===== config.mk =====
export PLATFORM = sky130hd
export DESIGN_NAME = mc_request_queue
export DESIGN_NICKNAME = d
export VERILOG_FILES = /design/src/rtl/mc_request_queue.sv
export SDC_FILE = /design/constraint.sdc
export NUM_CORES = 1
export LEC_CHECK = 0
export BUFFER_PORTS_ARGS = -buffer_cell sky130_fd_sc_hd__buf_2
export CORE_ASPECT_RATIO = 1.1
export CORE_MARGIN = 2
export CORE_UTILIZATION = 55
export DETAILED_ROUTE_END_ITERATION = 10
export PLACE_DENSITY = 0.83
export SLEW_MARGIN = 20
export SYNTH_ARGS = -nofsm -noshare
export SYNTH_HDL_FRONTEND = slang
export SYNTH_SLANG_ARGS = --single-unit
export TNS_END_PERCENT = 30

===== constraint.sdc =====
create_clock -name clk -period 9.55 [get_ports clk]
set_input_delay 1.4325 -clock clk [delete_from_list [all_inputs] [get_ports clk]]
set_output_delay 1.4325 -clock clk [all_outputs]
set_load 0.1 [all_outputs]

===== src/rtl/mc_request_queue.sv =====
// mc_request_queue: consumer end of the parser-to-memory-controller request path.
// Buffers timestamped requests in a DEPTH-entry FIFO and releases the head once
// the free-running cycle counter reaches its timestamp. Entry rules (legal op,
// non-decreasing time, bounded requests per timestamp) are enforced on accept;
// offending requests are consumed, dropped and reported on sticky flags.
// Optional build macro MCQ_BYPASS_EN: an empty queue forwards an already-due
// legal request combinationally to the output in its accept cycle.
// Handshakes: a transfer happens on a rising edge where valid & ready are both
// high; valid never depends on ready of the same interface, and ready depends
// on registered state only (bypass only adds a combinational in->out path).
module mc_request_queue #(
    parameter int ADDR_WIDTH    = 36,
    parameter int MEMOP_WIDTH   = 2,
    parameter int TIME_WIDTH    = 32,
    parameter int DEPTH         = 16,
    parameter int MAX_PER_CYCLE = 4
) (
    input  logic                        clk,
    input  logic                        rst,
    input  logic                        in_valid,
    output logic                        in_ready,
    input  logic [TIME_WIDTH-1:0]       in_time,
    input  logic [MEMOP_WIDTH-1:0]      in_op,
    input  logic [ADDR_WIDTH-1:0]       in_addr,
    output logic                        out_valid,
    input  logic                        out_ready,
    output logic [TIME_WIDTH-1:0]       out_time,
    output logic [MEMOP_WIDTH-1:0]      out_op,
    output logic [ADDR_WIDTH-1:0]       out_addr,
    output logic [TIME_WIDTH-1:0]       cur_time,
    output logic [$clog2(DEPTH):0]      count,
    output logic                        err_order,
    output logic                        err_rate,
    output logic                        err_op
);

    localparam int PTR_W  = $clog2(DEPTH);
    localparam int CNT_W  = PTR_W + 1;
    localparam int SAME_W = $clog2(MAX_PER_CYCLE + 1);

    logic [TIME_WIDTH-1:0]  mem_time [DEPTH];
    logic [MEMOP_WIDTH-1:0] mem_op   [DEPTH];
    logic [ADDR_WIDTH-1:0]  mem_addr [DEPTH];

    logic [PTR_W-1:0]      wr_ptr;
    logic [PTR_W-1:0]      rd_ptr;
    logic [CNT_W-1:0]      count_q;
    logic [TIME_WIDTH-1:0] cur_time_q;
    logic [TIME_WIDTH-1:0] last_time;
    logic [SAME_W-1:0]     same_cnt;

    logic accept;
    logic bad_op;
    logic bad_order;
    logic bad_rate;
    logic legal;
    logic fifo_valid;
    logic fifo_deq;
    logic bypass_hit;
    logic bypass_take;
    logic enq;

    assign cur_time = cur_time_q;
    assign count    = count_q;

    // Entry handshake and rule checks; the first failing rule wins the flag.
    always_comb begin
        in_ready  = (count_q != CNT_W'(DEPTH));
        accept    = in_valid & in_ready;
        bad_op    = (in_op == MEMOP_WIDTH'(3));
        bad_order = (in_time < last_time);
        bad_rate  = (in_time == last_time) && (same_cnt == SAME_W'(MAX_PER_CYCLE));
        legal     = accept & ~bad_op & ~bad_order & ~bad_rate;
    end

    // Head release, optional bypass of an empty queue, and output selection.
    always_comb begin
        fifo_valid = (count_q != '0) && (mem_time[rd_ptr] <= cur_time_q);
        bypass_hit = 1'b0;
`ifdef MCQ_BYPASS_EN
        bypass_hit = (count_q == '0) && legal && (in_time <= cur_time_q);
`endif
        if (bypass_hit) begin
            out_valid = 1'b1;
            out_time  = in_time;
            out_op    = in_op;
            out_addr  = in_addr;
        end else if (count_q != '0) begin
            out_valid = fifo_valid;
            out_time  = mem_time[rd_ptr];
            out_op    = mem_op[rd_ptr];
            out_addr  = mem_addr[rd_ptr];
        end else begin
            out_valid = 1'b0;
            out_time  = '0;
            out_op    = '0;
            out_addr  = '0;
        end
        bypass_take = bypass_hit & out_ready;
        fifo_deq    = fifo_valid & out_ready;
        enq         = legal & ~bypass_take;
    end

    // Free-running cycle counter, saturating at all-ones.
    always_ff @(posedge clk) begin
        if (rst) begin
            cur_time_q <= '0;
        end else if (cur_time_q != '1) begin
            cur_time_q <= cur_time_q + 1'b1;
        end
    end

    // Storage array; contents are only meaningful below count, so no reset.
    always_ff @(posedge clk) begin
        if (enq) begin
            mem_time[wr_ptr] <= in_time;
            mem_op[wr_ptr]   <= in_op;
            mem_addr[wr_ptr] <= in_addr;
        end
    end

    // Pointers wrap naturally at DEPTH; count tells full from empty.
    always_ff @(posedge clk) begin
        if (rst) begin
            wr_ptr  <= '0;
            rd_ptr  <= '0;
            count_q <= '0;
        end else begin
            if (enq) wr_ptr <= wr_ptr + 1'b1;
            if (fifo_deq) rd_ptr <= rd_ptr + 1'b1;
            case ({enq, fifo_deq})
                2'b10:   count_q <= count_q + 1'b1;
                2'b01:   count_q <= count_q - 1'b1;
                default: count_q <= count_q;
            endcase
        end
    end

    // Per-timestamp bookkeeping for every legal request, bypassed or stored.
    always_ff @(posedge clk) begin
        if (rst) begin
            last_time <= '0;
            same_cnt  <= '0;
        end else if (legal) begin
            if (in_time == last_time) begin
                same_cnt <= same_cnt + 1'b1;
            end else begin
                same_cnt  <= SAME_W'(1);
                last_time <= in_time;
            end
        end
    end

    // Sticky violation flags, cleared only by reset.
    always_ff @(posedge clk) begin
        if (rst) begin
            err_op    <= 1'b0;
            err_order <= 1'b0;
            err_rate  <= 1'b0;
        end else if (accept) begin
            if (bad_op) begin
                err_op <= 1'b1;
            end else if (bad_order) begin
                err_order <= 1'b1;
            end else if (bad_rate) begin
                err_rate <= 1'b1;
            end
        end
    end

endmodule

-- After elaboration in Yosys (flattened, before gate mapping)
Memory sizes are Yosys's and may differ from the RTL's. A register that Yosys moved wholly into a read port is not among the register bits.
Index checks and enable logic that the tools add are counted.
- shift operators: 0
- add/subtract/negate cells: 6
- reduce and logical (&&, ||, !) cells: 8
- eq/ne operators: 7
- $mul: 0
- multiplexer cells: 14
- magnitude comparators: 2
- bitwise logic cells: 9
- div/mod/pow operators: 0
- operators by type and width (cell ; count):
    $mux 36 ; 1
    $add 32x1->32 const B ; 1
    $eq 32x32->1 ; 1
    $le 32x32->1 ; 1
    $lt 32x32->1 ; 1
    $mux 32 ; 1
    $ne 32x32->1 const B ; 1
    $mux 4 ; 6
    $pmux 5 s2 ; 1
    $add 4x1->4 const B ; 2
    $add 5x1->5 const B ; 1
    $and 1x1->1 ; 5
    $ne 5x5->1 const B ; 1
    $reduce_bool 5->1 ; 1
    $sub 5x1->5 const B ; 1
    $eq 2x2->1 const B ; 2
    $not 1->1 ; 4
    $reduce_and 2->1 ; 2
    $reduce_and 4->1 ; 1
    $add 3x1->3 const B ; 1
    $eq 3x3->1 const B ; 1
    $mux 1 ; 3
    $mux 3 ; 1
    $reduce_and 3->1 ; 1
    4 further kinds ; 5
- output and inout bits: 112
- bits of input ports: 74
- memories: 3
- logic and storage cells: 58
- RAM bits: 1120
- register bits: 83
- ROM bits: 0
- bits in latches: 0
- memories (name ; depth ; width ; rd ports ; clocked after memory_dff ; wr ports ; line ; text):
    mem_addr ; 16 ; 36 ; 1 ; 1 ; 1 ; 43 ; logic [ADDR_WIDTH-1:0] mem_addr [DEPTH];
    mem_time ; 16 ; 32 ; 1 ; 1 ; 1 ; 41 ; logic [TIME_WIDTH-1:0] mem_time [DEPTH];
    mem_op ; 16 ; 2 ; 1 ; 1 ; 1 ; 42 ; logic [MEMOP_WIDTH-1:0] mem_op [DEPTH];

-- Logic depth before layout (Yosys ltp)
- depth in word-level cells: 7
- mapped depth: 22
- gate-level depth less buffers: 17

-- Worst setup path before layout
OpenSTA, ideal clock, no wires.
- kind: input -> register
- start point: in in_time[15]
- end point: mem mem_addr[2][0] (enable)
- slack: 1.128 ns
- arrival: 7.838 ns
- required time: 8.966 ns
- stages on the path: 10
- path buffers: 1
- setup time: 0.584 ns
- cell sequence: ha_1 > nand4_2 > nor4_2 > o21ai_1 > a31oi_2 > o31ai_2 > nor2_1 > buf_2 > nand2_1 > nor3_1
- longest elaborated chain between the ends: 6
- elaborated cells on any way between the ends: 9
- those cells by class: order compare (1); eq/ne (1); mux (2); bitwise (4); reduce/logical (1)
- RTL lines (element ; line ; text):
    from (decl) ; 22 ; input logic [TIME_WIDTH-1:0] in_time,
    $lt 32x32->1 / $eq 32x32->1 (equally long branches) ; 71, 72 ;
    $not 1->1 (no line) / $logic_and 1x1->1 (equally long branches) ; n/a ;
    $and 1x1->1 / $not 1->1 (equally long branches) ; 73 ; legal = accept & ~bad_op & ~bad_order & ~bad_rate;
    $and 1x1->1 (*) ; 73 ;
    $mux 1 (*) ; 115 ; if (enq) begin
    $mux 1 (implied by the code) (*) ; 118 ; mem_addr[wr_ptr] <= in_addr;
    to (decl) ; 43 ;
Every way passes the cells marked *; elsewhere a longest branch is shown, timed or not.

==> run summary <==
Outcome: complete, no violations
Post-CTS Resized: 0
FFs w/ async S/R, synth: 0%
Register clock-pin slew on the reported worst setup and hold paths: 0.07 ns
Predominant post-synthesis flop cell: edfxtp_1
Multi-input gate area: 11,800 sq um
Chip Width: 285 microns
Cells on worst reg2reg path: 17
CTS HTree Levels: 3
Capturing point of the worst reg2reg path: count[4]
Slew Limit Fails: 0
I/O Pins: 186
DR pass1 iterations: 7
PwrDens: 268 nW/um^2
Pre-CTS WS: 2.91 ns
Share of layout cells above drive strength 1: 29.1%
Crit Path Class: flip-flop to output port
Commonest non-fill, non-tap cells in the layout: edfxtp_1 (1,120), mux4_2 (350), buf_2 (184)
Hold Vio Cnt, Final: 0
R2r setup slk: 2.78 ns
Post-layout util: 62.5%
Max rail drop VDD: 0.414 mV
Fmax: 0.139 GHz
Setup violations, final: 0
Tmin final: 7.21 ns
1st-iter DRT viols: 3,326
Dpl hpwl: 64,500 microns
Reg area: 35,400 sq um
I/O Buffers: 185
Syn-to-layout area delta: 12.8%
CTS tree: done
TritonCTS Buffers: 114
Core area: 86,200 sq um
DR vias: 24,900
Vias in the first global route: 26,000
Cells after synthesis: 2,334
RSZ-0062 raised after global routing: no
Post-Route WL: 119,000 microns
Synth Net Count: 2,483
Height of the die: 313 microns
Layout Skew: 0.0501 ns
Clock Tree Root: clkbuf_16
CP Data Required Time: 8.12 ns
First-pass GRT wire length: 174,000 microns
Remaining antenna violation count: 0
Vias per cell: 6.51
Drt drc: 0
Syn avg cell area: 20.5 sq um
Clock buffer depth: 3
Crit path DAT: 5.78 ns
Final layout net count: 2,714
Die area: 89,300 sq um
Worst Setup End Kind: output port
Cell row count: 113
Synthesized area: 47,800 sq um
Max_cap viols: 0
Cell variety after synth: 64
GRT Util Overall: 26.9%
Initial Util: 55.4%
Hold Path Depth: 2
WL per Instance: 31.1 microns
Antenna violations before repair: 7
CP Max Fanout: 93
Crit start category: flip-flop
EDFF count, synth: 1,120
Final setup margin: 2.34 ns
Tightest Hold Check Type: flip-flop to flip-flop
Synth warn: 0
Setup crit end: out_valid
Final Cycle Share: 75.5%
Synthesized flop and latch total: 1,207
Worst Tran Pin Value: 1.12 ns
Pleak: 17.0 nW
Worst-skew pair later-pin latency: 0.71 ns
Sequential fraction of the synthesis area: 74.0%
Largest net degree at the start of global routing: 95
Clk sinks: 1,207
Setup Fix Bufs, Post-CTS: 0
Leading cell type in the layout, fill and taps excluded: edfxtp_1
TNS Setup: 0 ns
RD Place Congestion: 0.831
Fillers: 5,580
Grt total ovfl: 0
Max_slew headroom: 25.5%
CTS Hold Bufs: 0
[how the worst min path moves through the flow]
stage | to | startpoint | slack (ns)
after floorplan | last_time[31] | last_time[31] | 0.43
after global placement | last_time[1] | last_time[1] | 0.44
after detailed placement | last_time[4] | last_time[4] | 0.45
after CTS | last_time[4] | last_time[4] | 0.46
after global routing | last_time[18] | last_time[18] | 0.47
final | last_time[4] | last_time[4] | 0.46
[area by class of cell]
class | count | area share [%]
Inverter | 78 | 0.543
Tap cell | 1150 | 2.67
Clock buffer | 154 | 5.70
Timing Repair Buffer | 228 | 2.55
Sequential cell | 1207 | 65.6
Clock inverter | 60 | 1.02
Multi-Input combinational cell | 936 | 21.9
Antenna cell | 6 | 0.0278
[power breakdown]
part	switching [W]	internal (W)	total, W
Sequential	0.0000961	0.00588	0.00598
Combinational	0.00303	0.00105	0.00408
Clock	0.00195	0.00246	0.00440
Total	0.00507	0.00939	0.0145
[cells by family after synthesis]
kind of cell | count (synthesis) | share of synthesized area, %
DFF | 1207 | 74.0
and+or+nand+nor | 359 | 3.83
muxes | 354 | 16.6
buffers and inverters | 191 | 1.63
AOI/OAI and AO/OA | 110 | 1.35
adders and majority gates | 75 | 1.96
xor gates and xnor gates | 38 | 0.696
[flip-flops by register name (all words and copies together) (netlist names), named ones only]
name / flops
err_rate: 1
wr_ptr: 4
count: 5
last_time: 32
mem_time: 512
mem_op: 32
err_op: 1
same_cnt: 3
rd_ptr: 4
mem_addr: 576
err_order: 1
cur_time: 32
[worst max-delay path, cell delays in order (launching register included)]
cell and delay [ns]:
dfxtp_4 0.93, buf_12 0.60, mux4_2 0.62, mux4_2 0.57, ha_1 0.31, nand4_1 0.27, nor4_1 0.46, and3_1 0.21
a31oi_1 0.06, o21ai_2 0.14, nor2b_1 0.20, buf_2 0.46
[routing by layer]
metal	wire length [microns]	share of wire [%]	track usage, %
met1	42500	36	35.7
met2	60900	51	45.2
met3	11900	10	4.94
met4	3550	3.0	9.29
met5	65	0.055	0
[cells in the mapped netlist, types with 6 or more instances]
cell type  count  area share (%)
edfxtp_1    1120              70
mux4_2       350              16
nand2_1      114            0.89
dfxtp_1       87             3.6
inv_1         78            0.61
nor2_1        76            0.60
clkbuf_1      75            0.59
ha_1          75             2.0
nor2b_1       74            0.97
a21oi_1       69            0.72
xnor2_1       31            0.57
buf_2         30            0.31
nor3_1        19            0.20
nand4_1       17            0.22
o21ai_0       14            0.15
nand3_1       11            0.12
xor2_1         7            0.13
and3_1         6           0.079
[metrics by stage]
step                      hold WS (ns)  power (W)  std cells  instance area [sq um]
after floorplan                  0.433    0.00929       2334                  47800
after global placement           0.442     0.0101       3594                  50200
after detailed placement         0.446     0.0102       3598                  50300
after CTS                        0.455     0.0145       3812                  53900
after global routing             0.473     0.0149       3813                  53900
final                            0.457     0.0145       3819                  53900
Power figures use the tool's default switching activity.
